File: src/rtl/mem_bist_pkg.sv
// Shared types and March C- element table for the memory BIST controller.
package mem_bist_pkg;

  typedef enum logic [1:0] {
    IDLE,
    RUN,
    FLUSH,
    DONE
  } state_e;

  typedef enum logic [2:0] {
    E0,
    E1,
    E2,
    E3,
    E4,
    E5
  } elem_e;

  // down: walk WORDS-1..0; rd/wr: element reads and/or writes; rval/wval: bit replicated over the word
  typedef struct packed {
    logic down;
    logic rd;
    logic wr;
    logic rval;
    logic wval;
  } elem_cfg_t;

  localparam elem_cfg_t CFG_E0 = '{down: 1'b0, rd: 1'b0, wr: 1'b1, rval: 1'b0, wval: 1'b0};
  localparam elem_cfg_t CFG_E1 = '{down: 1'b0, rd: 1'b1, wr: 1'b1, rval: 1'b0, wval: 1'b1};
  localparam elem_cfg_t CFG_E2 = '{down: 1'b0, rd: 1'b1, wr: 1'b1, rval: 1'b1, wval: 1'b0};
  localparam elem_cfg_t CFG_E3 = '{down: 1'b1, rd: 1'b1, wr: 1'b1, rval: 1'b0, wval: 1'b1};
  localparam elem_cfg_t CFG_E4 = '{down: 1'b1, rd: 1'b1, wr: 1'b1, rval: 1'b1, wval: 1'b0};
  localparam elem_cfg_t CFG_E5 = '{down: 1'b0, rd: 1'b1, wr: 1'b0, rval: 1'b0, wval: 1'b0};

  function automatic elem_cfg_t elem_cfg(input elem_e e);
    case (e)
      E0:      return CFG_E0;
      E1:      return CFG_E1;
      E2:      return CFG_E2;
      E3:      return CFG_E3;
      E4:      return CFG_E4;
      default: return CFG_E5;
    endcase
  endfunction

  function automatic elem_e elem_next(input elem_e e);
    case (e)
      E0:      return E1;
      E1:      return E2;
      E2:      return E3;
      E3:      return E4;
      default: return E5;
    endcase
  endfunction

endpackage

File: src/rtl/mem_march_bist.sv
// March C- BIST controller for a 1-cycle read-first single-port RAM.
// state | meaning: IDLE wait start | RUN issue one op/cycle | FLUSH compare last read | DONE one-cycle done
module mem_march_bist
  import mem_bist_pkg::*;
#(
  parameter int DW           = 8,
  parameter int WORDS        = 256,
  parameter bit STOP_ON_FAIL = 1'b1,
  localparam int AW          = $clog2(WORDS)
) (
  input  logic          clk,
  input  logic          rst_n,
  input  logic          start,
  output logic          busy,
  output logic          done,
  output logic          fail,
  output logic [AW-1:0] fail_addr,
  output logic [DW-1:0] fail_exp,
  output logic [DW-1:0] fail_got,
  output logic [AW-1:0] mem_addr,
  output logic          mem_we,
  output logic [DW-1:0] mem_din,
  input  logic [DW-1:0] mem_qout
);

  localparam logic [AW-1:0] ADDR_MAX = AW'(WORDS - 1);

  state_e          state, state_nxt;
  elem_e           elem;
  logic [AW-1:0]   addr;
  logic            phase;
  elem_cfg_t       cfg, cfg_nxt;
  logic            rd_vld;
  logic [DW-1:0]   rd_exp;
  logic [AW-1:0]   rd_addr;
  logic            addr_last, issue_rd, step_done, last_op, mismatch, accept;

  always_comb begin
    cfg       = elem_cfg(elem);
    cfg_nxt   = elem_cfg(elem_next(elem));
    addr_last = cfg.down ? (addr == '0) : (addr == ADDR_MAX);
    issue_rd  = (state == RUN) && cfg.rd && !phase;
    // An address is finished after its write in r,w elements, or after its single op otherwise
    step_done = !(cfg.rd && cfg.wr) || phase;
    last_op   = (elem == E5) && addr_last;
    mismatch  = rd_vld && (mem_qout != rd_exp);
    accept    = (state == IDLE) && start;
  end

  always_ff @(posedge clk or negedge rst_n) begin
    if (!rst_n) state <= IDLE;
    else        state <= state_nxt;
  end

  always_comb begin
    state_nxt = state;
    busy      = 1'b0;
    done      = 1'b0;
    mem_we    = 1'b0;
    mem_addr  = '0;
    mem_din   = '0;
    case (state)
      IDLE: if (start) state_nxt = RUN;
      RUN: begin
        busy     = 1'b1;
        mem_addr = addr;
        mem_we   = !issue_rd;
        mem_din  = issue_rd ? '0 : {DW{cfg.wval}};
        if (mismatch && STOP_ON_FAIL) state_nxt = DONE;
        else if (last_op)             state_nxt = FLUSH;
      end
      FLUSH: begin
        busy      = 1'b1;
        state_nxt = DONE;
      end
      DONE: begin
        done      = 1'b1;
        state_nxt = IDLE;
      end
      default: state_nxt = IDLE;
    endcase
  end

  always_ff @(posedge clk or negedge rst_n) begin
    if (!rst_n) begin
      elem      <= E0;
      addr      <= '0;
      phase     <= 1'b0;
      rd_vld    <= 1'b0;
      rd_exp    <= '0;
      rd_addr   <= '0;
      fail      <= 1'b0;
      fail_addr <= '0;
      fail_exp  <= '0;
      fail_got  <= '0;
    end else begin
      rd_vld <= issue_rd;
      if (issue_rd) begin
        rd_exp  <= {DW{cfg.rval}};
        rd_addr <= addr;
      end
      if (accept) begin
        elem      <= E0;
        addr      <= '0;
        phase     <= 1'b0;
        fail      <= 1'b0;
        fail_addr <= '0;
        fail_exp  <= '0;
        fail_got  <= '0;
      end else begin
        if (state == RUN) begin
          if (!step_done) begin
            phase <= 1'b1;
          end else begin
            phase <= 1'b0;
            if (addr_last) begin
              elem <= elem_next(elem);
              addr <= cfg_nxt.down ? ADDR_MAX : '0;
            end else begin
              addr <= cfg.down ? addr - AW'(1) : addr + AW'(1);
            end
          end
        end
        if (mismatch && !fail) begin
          fail      <= 1'b1;
          fail_addr <= rd_addr;
          fail_exp  <= rd_exp;
          fail_got  <= mem_qout;
        end
      end
    end
  end

endmodule

File: config.mk
export PLATFORM = sky130hd
export DESIGN_NAME = mem_march_bist
export DESIGN_NICKNAME = d
export VERILOG_FILES = /design/src/rtl/mem_bist_pkg.sv /design/src/rtl/mem_march_bist.sv
export SDC_FILE = /design/constraint.sdc
export NUM_CORES = 1
export LEC_CHECK = 0
export ABC_CLOCK_PERIOD_IN_PS = 8000
export BUFFER_PORTS_ARGS = -buffer_cell sky130_fd_sc_hd__buf_2
export CAP_MARGIN = 40
export CELL_PAD_IN_SITES_DETAIL_PLACEMENT = 2
export CELL_PAD_IN_SITES_GLOBAL_PLACEMENT = 2
export CORE_MARGIN = 2
export CORE_UTILIZATION = 36
export DETAILED_ROUTE_END_ITERATION = 6
export GPL_TIMING_DRIVEN = 0
export MAX_ROUTING_LAYER = met4
export PLACE_DENSITY = 0.92
export SYNTH_ARGS = -nofsm -noshare
export SYNTH_HDL_FRONTEND = slang
export SYNTH_SLANG_ARGS = --single-unit
File: constraint.sdc
create_clock -name clk -period 8 [get_ports clk]
set_clock_uncertainty 0.1 [all_clocks]
set_input_delay 0.8 -clock clk [delete_from_list [all_inputs] [get_ports clk]]
set_output_delay 0.8 -clock clk [all_outputs]
set_load 0.01 [all_outputs]
Word level (Yosys, flattened, before mapping). Index checks and enable logic that the tools add are counted.

Flip-flop bits (word level): 49. Output and inout port bits: 44. Logic and storage cells: 88.

Add/sub/neg operators: 2. Eq/ne operators: 16. Mux-type cells: 35. Reduce and logical (&&, ||, !) cells: 24.

Operator list (count): $mux W8 (15); $pmux W5 S5 (2); $eq A3 B2 Y1 const B (4); $mux W3 (4); $pmux W3 S4 (1); $eq A3 B3 Y1 const B (3); $mux W1 (9); $add A8 B1 Y8 const B (1); $eq A8 B8 Y1 const B (1); $logic_not A8 Y1 (1); $ne A8 B8 Y1 (1); $pmux W2 S4 (1); $reduce_bool A2 Y1 (4); $sub A8 B1 Y8 const B (1); $logic_and A1 B1 Y1 (7); $eq A3 B1 Y1 const B (2); $logic_not A3 Y1 (2); $mux W2 (3); $eq A2 B2 Y1 const B (2); $logic_not A1 Y1 (4); $reduce_and A2 Y1 (2); $ne A3 B3 Y1 const B (1); $reduce_and A3 Y1 (1); $eq A2 B1 Y1 const B (1); 4 further kinds (4).

Logic depth before layout (Yosys ltp). Gate-level depths: netlist of the first run.

Depth in word-level cells: 9. Mapped depth: 10. Mapped depth without buffers: 9.

Worst setup path after synthesis of the first run. OpenSTA, ideal clock, no wires.

Path type: register to output. Start: register elem[2]. End: output mem_din[1]. Arrival time: 2.034 ns. Required time: 7.100 ns. Setup slack: 5.066 ns. Stages on the path, launching flop included: 7. Cells stage by stage: dfrtp_1 > buf_4 > nor3_1 > nor3_1 > clkbuf_1 > nor3_1 > buf_4.

Word-level cells in the longest chain between the ends: 6.

RTL lines: start: declaration (RTL line mem_march_bist.sv:29) `elem_e elem;`; start signal: assignment (RTL line mem_march_bist.sv:117) `elem <= elem_next(elem);`; $eq A3 B3 Y1, or another cell as far along (RTL line mem_bist_pkg.sv:37) `case (e)`; $pmux W5 S5 (*) (RTL line mem_bist_pkg.sv:37); $logic_and A1 B1 Y1 (*) (2 in series) (RTL line mem_march_bist.sv:42) `issue_rd = (state == RUN) && cfg.rd && !phase;`; via issue_rd (RTL line mem_march_bist.sv:36) `logic addr_last, issue_rd, step_done, last_op, mismatch, accept;`; $mux W8 (*) (RTL line mem_march_bist.sv:68) `mem_din = issue_rd ? '0 : {DW{cfg.wval}};`; $mux W8 (*) (RTL line mem_march_bist.sv:62) `case (state)`; end: declaration (RTL line mem_march_bist.sv:22) `output logic [DW-1:0] mem_din,`.

The timed path passes the listed nets; every way through them passes the cells marked *.

Final worst setup path of the first run. Same ends and word-level chain as after synthesis.

==> impl_summary.txt, run 1 <==
----------------------------------------------------
[Pwr]
  Fraction of power consumed by sequential logic ... 0.579
  Switch share ... 0.244
  P per Cell Area ... 123 nW/um2
  Switching power total ... 0.0000893 W
  Share of power burned in the clock network ... 0.393
  Internal power ... 0.000277 W
  Worst voltage drop across the vdd grid ... 81.1 uV
  Leakage ... 1.56 nW
  Combinational share of power ... 0.028

[Logic synthesis]
  Leading cell types by total area after synthesis ... dfrtp_1 42%, mux2i_1 6.8%, ha_1 5.0%
  Post-synth cell types ... 50
  Most instantiated library cell after synthesis ... dfrtp_1
  Count of flip-flops with a built-in enable after synthesis ... 0
  Most frequent cells after synthesis ... 42 x dfrtp_1, 32 x nor2_1, 17 x mux2i_1
  Most used DFF post-synth ... dfrtp_1
  Nets in the synthesized netlist ... 273
  Share of the synthesized area in the top cell type ... 0.422
  FF+latch count, synth ... 42
  Number of warning messages in the yosys log ... 0
  Register area share after synthesis ... 0.422
  Average cell area after synthesis ... 9.92 um2
  Gate count of the mapped netlist ... 251
  Synth area leader ... dfrtp_1
  Async set-reset flop share out of synthesis ... 1.00
  Cell area after synthesis ... 2490 um2

[Detailed routing]
  DR iter-0 viols ... 47
  WL per Instance ... 20.2 um
  Remaining antenna violation count ... 0
  Iteration count of the initial detailed-routing pass ... 4
  Total Routed Length ... 7950 um
  Via/cell ratio ... 5.42
  Vias post-DR ... 2134
  Count of unresolved DRC violations after routing ... 0

[Final layout]
  Antenna fix cells ... 0
  Non-Filler Instances ... 394
  Final layout net count ... 335
  Number of filler instances in the final layout ... 752
  Fraction of layout instances using a drive strength above 1 ... 0.312
  Synth-to-Final Area Change ... 19.2%

[Setup path]
  CP endpoint kind ... output port
  Critical path class ... flop to output port
  Dominant delay contributor by cell family on the critical path ... simple AND/OR/NAND/NOR gates
  Required time at the endpoint of the critical path ... 7.10 ns
  Slowest cell on the critical path ... nor3_1
  Total stage count of the critical path ... 7
  Chain of cells forming the critical path ... buf_4 -> nor3_1 -> nor3_1 -> clkbuf_1 -> nor3_1 -> buf_4 -> buf_2
  Critical path origin ... elem[2]
  Termination of the worst setup path ... mem_din[1]
  Cell repeated most along the worst path ... nor3_1
  Worst reg2reg path endpoint ... addr[7]
  Worst r2r src ... elem[0]
  Setup slack of the worst register-to-register path ... 4.79 ns
  Type of origin of the critical path ... flop
  Number of cell instances on the worst register-to-register path ... 9
  Highest cell delay on the worst timing path ... 0.72 ns
  Number of buffers and inverters on the critical path ... 4
  Critical path arrival ... 2.82 ns
  Max Fanout on Critical Path ... 10

[Global routing]
  Number of global-route vias before repair ... 2342
  Most crowded layer after global routing ... met2
  Number of antenna violations at the first check in global routing ... 0
  Overflow after GRT ... 0
  Pin count of the biggest net entering global routing ... 31
  Global-route wire length before repair ... 12800 um
  Total routing resource utilization after global routing ... 0.229
  Met2 Track Usage GR ... 0.406
  GR Layer Usage met3 ... 0.0341
  Routing usage on met1 ... 0.261

[Placed design]
  Half-perimeter wire length of the detailed placement result ... 5830 um
  Gp weighted congestion ... 0.815
  Cell Count Post-Placement ... 386
  Quantity of I/O buffers inserted on ports ... 54

[Clocking]
  Post-CTS resize count ... 0
  Number of hold buffers added after CTS ... 0
  Buffer cell driving the clock tree root ... clkbuf_8
  Clk slew on worst S/H paths ... 0.09 ns
  Total CTS buffers ... 5
  Clock Latency Late Sink ... 0.31 ns
  Clock buffer depth ... 2
  Number of post-CTS setup repair buffers ... 0
  CTS tree ... done
  Clock sink count ... 42
  CTS HTree Levels ... 2

[Floorplan]
  Height of the die ... 87.2 um
  Starting density of the core ... 0.369
  Ports placed on the boundary ... 55
  Area enclosed by the die boundary ... 7600 um2
  Row count ... 30
  Area inside the core boundary ... 6760 um2
  Die X ... 87.2 um

[Run]
  Number of maximum-capacitance constraint violations ... 0

[STA]
  Fin crit share ... 0.465
  Hold Slack ... 0.285 ns
  Min cycle time layout ... 3.72 ns
  Total negative slack ... 0 ns
  Slew of the pin with the lowest slew margin ... 0.781 ns
  Slew HR ... 0.475
  Setup repair after global routing missed its margin ... false
  Number of setup violations in the final report ... 0
  Highest clock rate ... 0.269 GHz
  Hold violation count in the final report ... 0
  Final Slew Violations ... 0

[Hold path]
  Hold WC Path Type ... input pin to asynchronous set/reset pin

[Outcome]
  Run status ... complete, no violations

----------------------------------------------------
per-stage QoR:
step | power [W] | utilization | worst slack [ns] | area, um2
4_1_cts | 0.000369 | 0.439 | 4.21 | 2970
5_1_grt | 0.000378 | 0.439 | 4.05 | 2970
6_report | 0.000366 | 0.439 | 4.28 | 2970
3_3_place_gp | 0.000225 | 0.423 | 4.84 | 2860
3_5_place_dp | 0.000227 | 0.426 | 4.67 | 2880
2_1_floorplan | 0.000217 | - | 5.07 | 2490
logic make-up after synthesis:
logic type      count (synthesis)  share of synthesized area
compound gates                 45                      0.119
xor+xnor                        3                     0.0106
fa+ha+maj                      11                     0.0583
buf+inv                        37                     0.0915
flops                          42                      0.422
mux                            27                      0.114
simple gates                   86                      0.185
sequential cells by signal, indices dropped and copies added (netlist names):
signal / flops
state: 2
phase: 1
rd_vld: 1
fail_exp: 1
elem: 3
fail_got: 8
fail_addr: 8
rd_addr: 8
addr: 8
fail: 1
rd_exp: 1
cell usage in the layout (no fill, tap or decap), drive strengths merged, types with 2 or more instances in the layout:
cell and count:
nor4 2, mux2i 17, o211ai 3, or4 4, o21a 2, and2 8
a211oi 2, a31oi 5, mux2 10, ha 10, nand3 6, nor3 8
nand4 5, dfrtp 42, inv 13, or3 3, clkbuf 12, xnor2 2
o21ai 17, nand2 9, a21oi 7, nand2b 2, nand3b 2, nor2 32
clkinv 2, buf 73
power groups by stage:
stage	clock [W]	combinational (W)	sequential (W)
global placement	0	0.00000888	0.000216
finish	0.000144	0.0000102	0.000212
global route	0.000154	0.0000116	0.000212
floorplan	0	0.000000768	0.000216
CTS	0.000146	0.0000107	0.000212
detailed placement	0	0.0000106	0.000216
final cells by class:
cell class | count | area [um2] | area share
multi-input combinational | 172 | 1210 | 0.408
sequential | 42 | 1050 | 0.354
timing repair buffer | 55 | 290 | 0.0978
buffer | 25 | 183 | 0.0616
tap | 80 | 100 | 0.0337
clock buffer | 5 | 68.8 | 0.0232
inverter | 12 | 45.0 | 0.0152
clock inverter | 3 | 18.8 | 0.00632
metal layers:
metal	share of wire	vias up
li1	-	1000
met1	0.41	1065
met2	0.53	53
met3	0.032	16
met4	0.026	0
met5	0	-
how the worst min path moves through the flow:
| stage | slack (ns) | end | from | cells past startpoint |
|---|---|---|---|---|
| 6_report | 0.28 | elem[0] | rst_n | 1 |
| 5_1_grt | 0.31 | elem[0] | rst_n | 1 |
| 4_1_cts | 0.30 | elem[0] | rst_n | 1 |
| 3_5_place_dp | 0.40 | rd_addr[5] | rd_addr[5] | 1 |
| 3_3_place_gp | 0.39 | rd_addr[7] | rd_addr[7] | 1 |
| 2_1_floorplan | 0.38 | rd_addr[7] | rd_addr[7] | 1 |
Note: power is estimated with default switching activity, not from simulation.
==> inputs of run 2 (changes only) <==
- ABC_CLOCK_PERIOD_IN_PS: 8000 -> 3370
- CORE_UTILIZATION: 36 -> 30
- PLACE_DENSITY: 0.92 -> 0.82
- clock period: 8 -> 3.37 ns (I/O delays scaled with it)
==> run 2 against run 1 <==
  * Via count is 1.4% lower
  * First-iteration DRC count increased by 81%
  * Register-to-register slack worse by 4.6 ns
  * Non-clock buffer count increased by 1
  * Design area increased by 2.3%
  * Global-route usage decreased by 5.9 points
  * Combinational power grew 150%
  * Largest cell class unchanged
  * Critical endpoint is now addr[7]
  * Critical path type is now flop to flop
  * Clock power rose to 2.8 times the previous value
  * Critical path depth is 2 higher
  * Sequential power up 140%
==> impl_summary.txt, run 2 (synthesis results as in run 1) <==
----------------------------------------------------
[Outcome]
  Run status ... complete, no violations (unchanged)

[Floorplan]
  Area enclosed by the die boundary ... 9040 um2 (was 7600 um2)
  Die X ... 95.1 um (was 87.2 um)
  Starting density of the core ... 0.306 (was 0.369)
  Row count ... 33 (was 30)
  Ports placed on the boundary ... 55 (unchanged)
  Area inside the core boundary ... 8130 um2 (was 6760 um2)
  Height of the die ... 95.1 um (was 87.2 um)

[Placed design]
  Cell Count Post-Placement ... 411 (was 386)
  Quantity of I/O buffers inserted on ports ... 54 (unchanged)
  Half-perimeter wire length of the detailed placement result ... 5500 um (was 5830 um)
  Minimum setup slack after placement ... 0.222 ns (was 4.67 ns)
  Gp weighted congestion ... 0.810 (was 0.815)

[Setup path]
  Critical path class ... flop to flop (was flop to output port)
  CP endpoint kind ... flop (was output port)
  Required time at the endpoint of the critical path ... 3.49 ns (was 7.10 ns)
  Critical path arrival ... 3.27 ns (was 2.82 ns)
  Number of buffers and inverters on the critical path ... 1 (was 4)
  Chain of cells forming the critical path ... buf_6 -> or3b_4 -> nand2_1 -> ha_1 -> a21oi_1 -> o211ai_1 -> o41a_1 -> or4_1 -> a31oi_1 (was buf_4 -> nor3_1 -> nor3_1 -> clkbuf_1 -> nor3_1 -> buf_4 -> buf_2)
  Slowest cell on the critical path ... or4_1 (was nor3_1)
  Type of origin of the critical path ... flop (unchanged)
  Dominant delay contributor by cell family on the critical path ... simple AND/OR/NAND/NOR gates (unchanged)
  Highest cell delay on the worst timing path ... 0.47 ns (was 0.72 ns)
  Max Fanout on Critical Path ... 10 (unchanged)

[STA]
  Final Slew Violations ... 0 (unchanged)
  Setup repair after global routing missed its margin ... false (unchanged)
  Post-route worst setup slack ... 0.221 ns (was 4.28 ns)
  Hold Slack ... 0.219 ns (was 0.285 ns)
  Slew of the pin with the lowest slew margin ... 0.554 ns (was 0.781 ns)
  Fin crit share ... 0.935
  Hold violation count in the final report ... 0 (unchanged)
  Highest clock rate ... 0.318 GHz
  Slew HR ... 0.631 (was 0.475)
  Min cycle time layout ... 3.15 ns
  Number of setup violations in the final report ... 0 (unchanged)
  Total negative slack ... 0 ns (unchanged)

[Final layout]
  Fraction of layout instances using a drive strength above 1 ... 0.311 (was 0.312)
  Non-Filler Instances ... 420 (was 394)
  Synth-to-Final Area Change ... 22.0% (was 19.2%)
  Number of filler instances in the final layout ... 918 (was 752)
  Antenna fix cells ... 0 (unchanged)
  Area taken by multi-input logic gates ... 1220 um2 (was 1210 um2)
  Final layout net count ... 336 (was 335)
  Most common library cell in the layout ignoring fill and taps ... buf_2 (unchanged)
  Most frequent cells in the layout ... 54 x buf_2, 42 x dfrtp_1, 32 x nor2_1, 17 x mux2i_1 (unchanged)
  Register Area ... 1050 um2 (unchanged)

[Pwr]
  Combinational share of power ... 0.027 (was 0.028)
  Worst voltage drop across the vdd grid ... 172 uV (was 81.1 uV)
  Switch share ... 0.216 (was 0.244)
  Internal power ... 0.000733 W (was 0.000277 W)
  P per Cell Area ... 308 nW/um2 (was 123 nW/um2)
  Fraction of power consumed by sequential logic ... 0.539 (was 0.579)
  Leakage ... 1.57 nW (was 1.56 nW)
  Share of power burned in the clock network ... 0.435 (was 0.393)
  Switching power total ... 0.000201 W (was 0.0000893 W)

[Clocking]
  Clock sink count ... 42 (unchanged)
  Number of post-CTS setup repair buffers ... 0 (unchanged)
  CTS tree ... done (unchanged)
  Total CTS buffers ... 5 (unchanged)
  Clock buffer depth ... 2 (unchanged)
  CTS HTree Levels ... 2 (unchanged)
  Buffer cell driving the clock tree root ... clkbuf_8 (unchanged)
  Clk slew on worst S/H paths ... 0.09 ns (about the same)
  Clock Latency Late Sink ... 0.29 ns (was 0.31 ns)

[Global routing]
  Global-route wire length before repair ... 11600 um (was 12800 um)
  Overflow after GRT ... 0 (unchanged)
  Number of global-route vias before repair ... 2253 (was 2342)
  Total routing resource utilization after global routing ... 0.171 (was 0.229)
  Pin count of the biggest net entering global routing ... 31 (unchanged)
  Number of antenna violations at the first check in global routing ... 0 (unchanged)

[Hold path]
  Hold WC Path Type ... input pin to flop (was input pin to asynchronous set/reset pin)

[Detailed routing]
  Total Routed Length ... 7100 um (was 7950 um)
  Via/cell ratio ... 5.01 (was 5.42)
  Count of unresolved DRC violations after routing ... 0 (unchanged)
  Vias post-DR ... 2105 (was 2134)
  Iteration count of the initial detailed-routing pass ... 6 (was 4)
  WL per Instance ... 16.9 um (was 20.2 um)
  Remaining antenna violation count ... 0 (unchanged)
  DR iter-0 viols ... 85 (was 47)

[Run]
  Number of maximum-capacitance constraint violations ... 0 (unchanged)

----------------------------------------------------
## run 2: cell count changes in the layout (fill, tap and decap cells not counted), sizes merged
cell,before,now
inv,13,12
clkbuf,12,13
dlygate4sd3,0,1
bufinv,0,1
clkinv,2,0
clkinvlp,0,1
## run 2: area by class of cell
class | instances | area share
inverters | 12 | 0.0148
plain buffers | 25 | 0.0602
multi-input cells | 172 | 0.400
clock inverters | 2 | 0.0124
repair buffers | 56 | 0.0989
flip-flops and latches | 42 | 0.346
clock buffers | 6 | 0.0239
well taps | 105 | 0.0433
## run 2: worst reg2reg max path: stages, from the launching register on
cell and delay, ns:
dfrtp_1 0.38, buf_6 0.14, or3b_4 0.41, nand2_1 0.29, ha_1 0.31, a21oi_1 0.23, o211ai_1 0.19, o41a_1 0.37
or4_1 0.47, a31oi_1 0.18
## run 2: final timing paths
path,to,cells past startpoint,slack (ns),from
max in group asynchronous,rd_addr[0],3,2.29,rst_n
hold reg to reg,rd_addr[4],1,0.42,rd_addr[4]
setup reg to reg,addr[7],9,0.22,elem[0]
setup / recovery,addr[7],9,0.22,elem[0]
hold / removal,fail_got[6],3,0.22,mem_qout[6]
min in group asynchronous,state[1],2,0.39,rst_n
## run 2: routing by layer
layer | wire length [um] | global-route usage
met5 | 0 | -
met4 | 68 | 0.0399
met3 | 293 | 0.0245
met2 | 3550 | 0.292
met1 | 3180 | 0.213
## run 2: what timing repair did
action                                  CTS  global route
resized for setup                         0             1
hold endpoints to repair                 12             0
hold buffers                              1             0
endpoints found under the setup margin    0             8
## run 2: power groups by stage
stage	clock (W)	combinational, W	sequential [W]
global placement	0	0.0000215	0.000514
CTS	0.000414	0.0000262	0.000503
finish	0.000406	0.0000251	0.000503
floorplan	0	0.00000182	0.000514
detailed placement	0	0.0000252	0.000513
global route	0.000431	0.0000284	0.000503
## run 2: metrics by stage
step / power (W) / utilization / area [um2]
detailed placement: 0.000539 / 0.358 / 2910
global route: 0.000963 / 0.373 / 3040
floorplan: 0.000515 / - / 2490
global placement: 0.000535 / 0.355 / 2890
finish: 0.000935 / 0.373 / 3040
CTS: 0.000943 / 0.373 / 3030
==> inputs of run 3 (changes only) <==
- CORE_ASPECT_RATIO: unset -> 0.5
==> run 3 against run 2 <==
  * Wire length is 11% higher
  * Clock-buffer cell count grew 1
  * Die area up 0.50%
  * Combinational power about the same
  * Maximum frequency fell by 0.91%
  * Clock power is 24% higher
  * Largest power group unchanged
==> impl_summary.txt, run 3 (synthesis results as in run 1) <==
----------------------------------------------------
[Setup path]
  Required time at the endpoint of the critical path ... 3.48 ns (was 3.49 ns)
  Type of origin of the critical path ... flop (unchanged)
  Critical path class ... flop to flop (unchanged)
  Critical path arrival ... 3.29 ns (was 3.27 ns)
  CP endpoint kind ... flop (unchanged)
  Max Fanout on Critical Path ... 8 (was 10)

[Global routing]
  Pin count of the biggest net entering global routing ... 27 (was 31)
  Number of antenna violations at the first check in global routing ... 0 (unchanged)
  Total routing resource utilization after global routing ... 0.190 (was 0.171)
  Number of global-route vias before repair ... 2395 (was 2253)
  Global-route wire length before repair ... 12800 um (was 11600 um)
  Overflow after GRT ... 0 (unchanged)

[STA]
  Total negative slack ... 0 ns (unchanged)
  Final Slew Violations ... 0 (unchanged)
  Hold Slack ... 0.241 ns (was 0.219 ns)
  Highest clock rate ... 0.315 GHz (was 0.318 GHz)
  Post-route worst setup slack ... 0.192 ns (was 0.221 ns)
  Number of setup violations in the final report ... 0 (unchanged)
  Fin crit share ... 0.943 (was 0.935)
  Slew of the pin with the lowest slew margin ... 0.576 ns (was 0.554 ns)
  Min cycle time layout ... 3.18 ns (was 3.15 ns)
  Slew HR ... 0.613 (was 0.631)
  Hold violation count in the final report ... 0 (unchanged)
  Setup repair after global routing missed its margin ... false (unchanged)

[Detailed routing]
  Total Routed Length ... 7900 um (was 7100 um)
  Remaining antenna violation count ... 0 (unchanged)
  Count of unresolved DRC violations after routing ... 0 (unchanged)
  Via/cell ratio ... 5.02 (was 5.01)
  Vias post-DR ... 2144 (was 2105)
  DR iter-0 viols ... 91 (was 85)
  Iteration count of the initial detailed-routing pass ... 4 (was 6)
  WL per Instance ... 18.5 um (was 16.9 um)

[Outcome]
  Run status ... complete, no violations (unchanged)

[Pwr]
  Worst voltage drop across the vdd grid ... 177 uV (was 172 uV)
  P per Cell Area ... 335 nW/um2 (was 308 nW/um2)
  Total power draw ... 0.00103 W (was 0.000935 W)
  Leakage ... 1.60 nW (was 1.57 nW)

[Run]
  Number of maximum-capacitance constraint violations ... 0 (unchanged)

[Final layout]
  Number of filler instances in the final layout ... 886 (was 918)
  Fraction of layout instances using a drive strength above 1 ... 0.314 (was 0.311)
  Synth-to-Final Area Change ... 23.9% (was 22.0%)
  Share of the core filled with cells in the final layout ... 0.384 (was 0.373)
  Final layout net count ... 336 (unchanged)
  Most common library cell in the layout ignoring fill and taps ... buf_2 (unchanged)
  Antenna fix cells ... 0 (unchanged)
  Most frequent cells in the layout ... 54 x buf_2, 42 x dfrtp_1, 32 x nor2_1, 17 x mux2i_1 (unchanged)

[Clocking]
  Clock Latency Late Sink ... 0.29 ns (about the same)
  Buffer cell driving the clock tree root ... clkbuf_16 (was clkbuf_8)
  CTS HTree Levels ... 2 (unchanged)
  Clock buffer depth ... 2 (unchanged)
  Clk slew on worst S/H paths ... 0.06 ns (was 0.09 ns)
  CTS tree ... done (unchanged)
  Total CTS buffers ... 5 (unchanged)
  Clock sink count ... 42 (unchanged)
  Number of post-CTS setup repair buffers ... 0 (unchanged)

[Placed design]
  Half-perimeter wire length of the detailed placement result ... 5740 um (was 5500 um)
  Quantity of I/O buffers inserted on ports ... 54 (unchanged)
  Minimum setup slack after placement ... 0.205 ns (was 0.222 ns)
  Gp weighted congestion ... 0.802 (was 0.810)

[Floorplan]
  Height of the die ... 68.4 um (was 95.1 um)
  Area enclosed by the die boundary ... 9090 um2 (was 9040 um2)
  Die X ... 133 um (was 95.1 um)
  Starting density of the core ... 0.310 (was 0.306)
  Ports placed on the boundary ... 55 (unchanged)
  Area inside the core boundary ... 8030 um2 (was 8130 um2)
  Row count ... 23 (was 33)

[Hold path]
  Hold WC Path Type ... input pin to flop (unchanged)

----------------------------------------------------
## run 3: changes by cell type in the layout (fill, tap and decap cells not counted)
cell / before / now
clkinv_2: 0 / 1
bufinv_16: 1 / 0
clkbuf_8: 5 / 1
clkbuf_16: 0 / 5
clkbuf_2: 1 / 2
clkinvlp_4: 1 / 0
clkbuf_1: 7 / 6
## run 3: repair_timing
item,in CTS,in global routing
endpoints found under the setup margin,7,7
hold buffers,1,0
endpoints found under the hold margin,16,0
gates resized for setup,1,2
## run 3: worst paths after layout
check / endpoint / startpoint / cells after the start / slack, ns
worst max-delay path: addr[7] / elem[1] / 9 / 0.19
worst min-delay path: fail_got[1] / mem_qout[1] / 3 / 0.24
worst max register to register: addr[7] / elem[1] / 9 / 0.19
worst min register to register: fail_got[1] / fail_got[1] / 2 / 0.42
max in group asynchronous: fail_addr[1] / rst_n / 3 / 2.24
min in group asynchronous: addr[7] / rst_n / 2 / 0.44
## run 3: cell type report
class	count	area (um2)	area share
flip-flops and latches	42	1050	0.341
repair buffers	56	300	0.0974
clock buffers	7	143	0.0462
multi-input cells	172	1220	0.394
inverters	12	45.0	0.0146
well taps	112	140	0.0454
plain buffers	25	184	0.0596
clock inverters	1	5.00	0.00162
## run 3: worst max-delay path, cell delays in order (launching register included)
cell      delay [ns]
dfrtp_1         0.36
clkbuf_2        0.17
or3b_4          0.42
nand2_1         0.30
ha_1            0.31
a21oi_1         0.21
o211ai_1        0.18
o41a_1          0.38
or4_1           0.50
a31oi_1         0.17
## run 3: metrics by stage
stage          instances  area (um2)
6_report             427        3080
5_1_grt              427        3080
4_1_cts              427        3080
3_5_place_dp         418        2920
3_3_place_gp         417        2900
2_1_floorplan        251        2490
## run 3: power breakdown
part | internal, W | switching [W] | leakage, nW | total [W]
registers | 0.000504 | 0 | 0.567 | 0.000504
clock network | 0.000294 | 0.000209 | 0.0739 | 0.000503
logic | 0.00000852 | 0.0000168 | 0.956 | 0.0000253
total | 0.000807 | 0.000226 | 1.60 | 0.00103
## run 3: per-layer routing
layer | up-vias | global-route usage | part of all wire
met5 | - | - | 0
met4 | 0 | 0.0632 | 0.011
met2 | 33 | 0.343 | 0.52
met3 | 6 | 0.0444 | 0.030
li1 | 998 | - | -
met1 | 1107 | 0.215 | 0.44
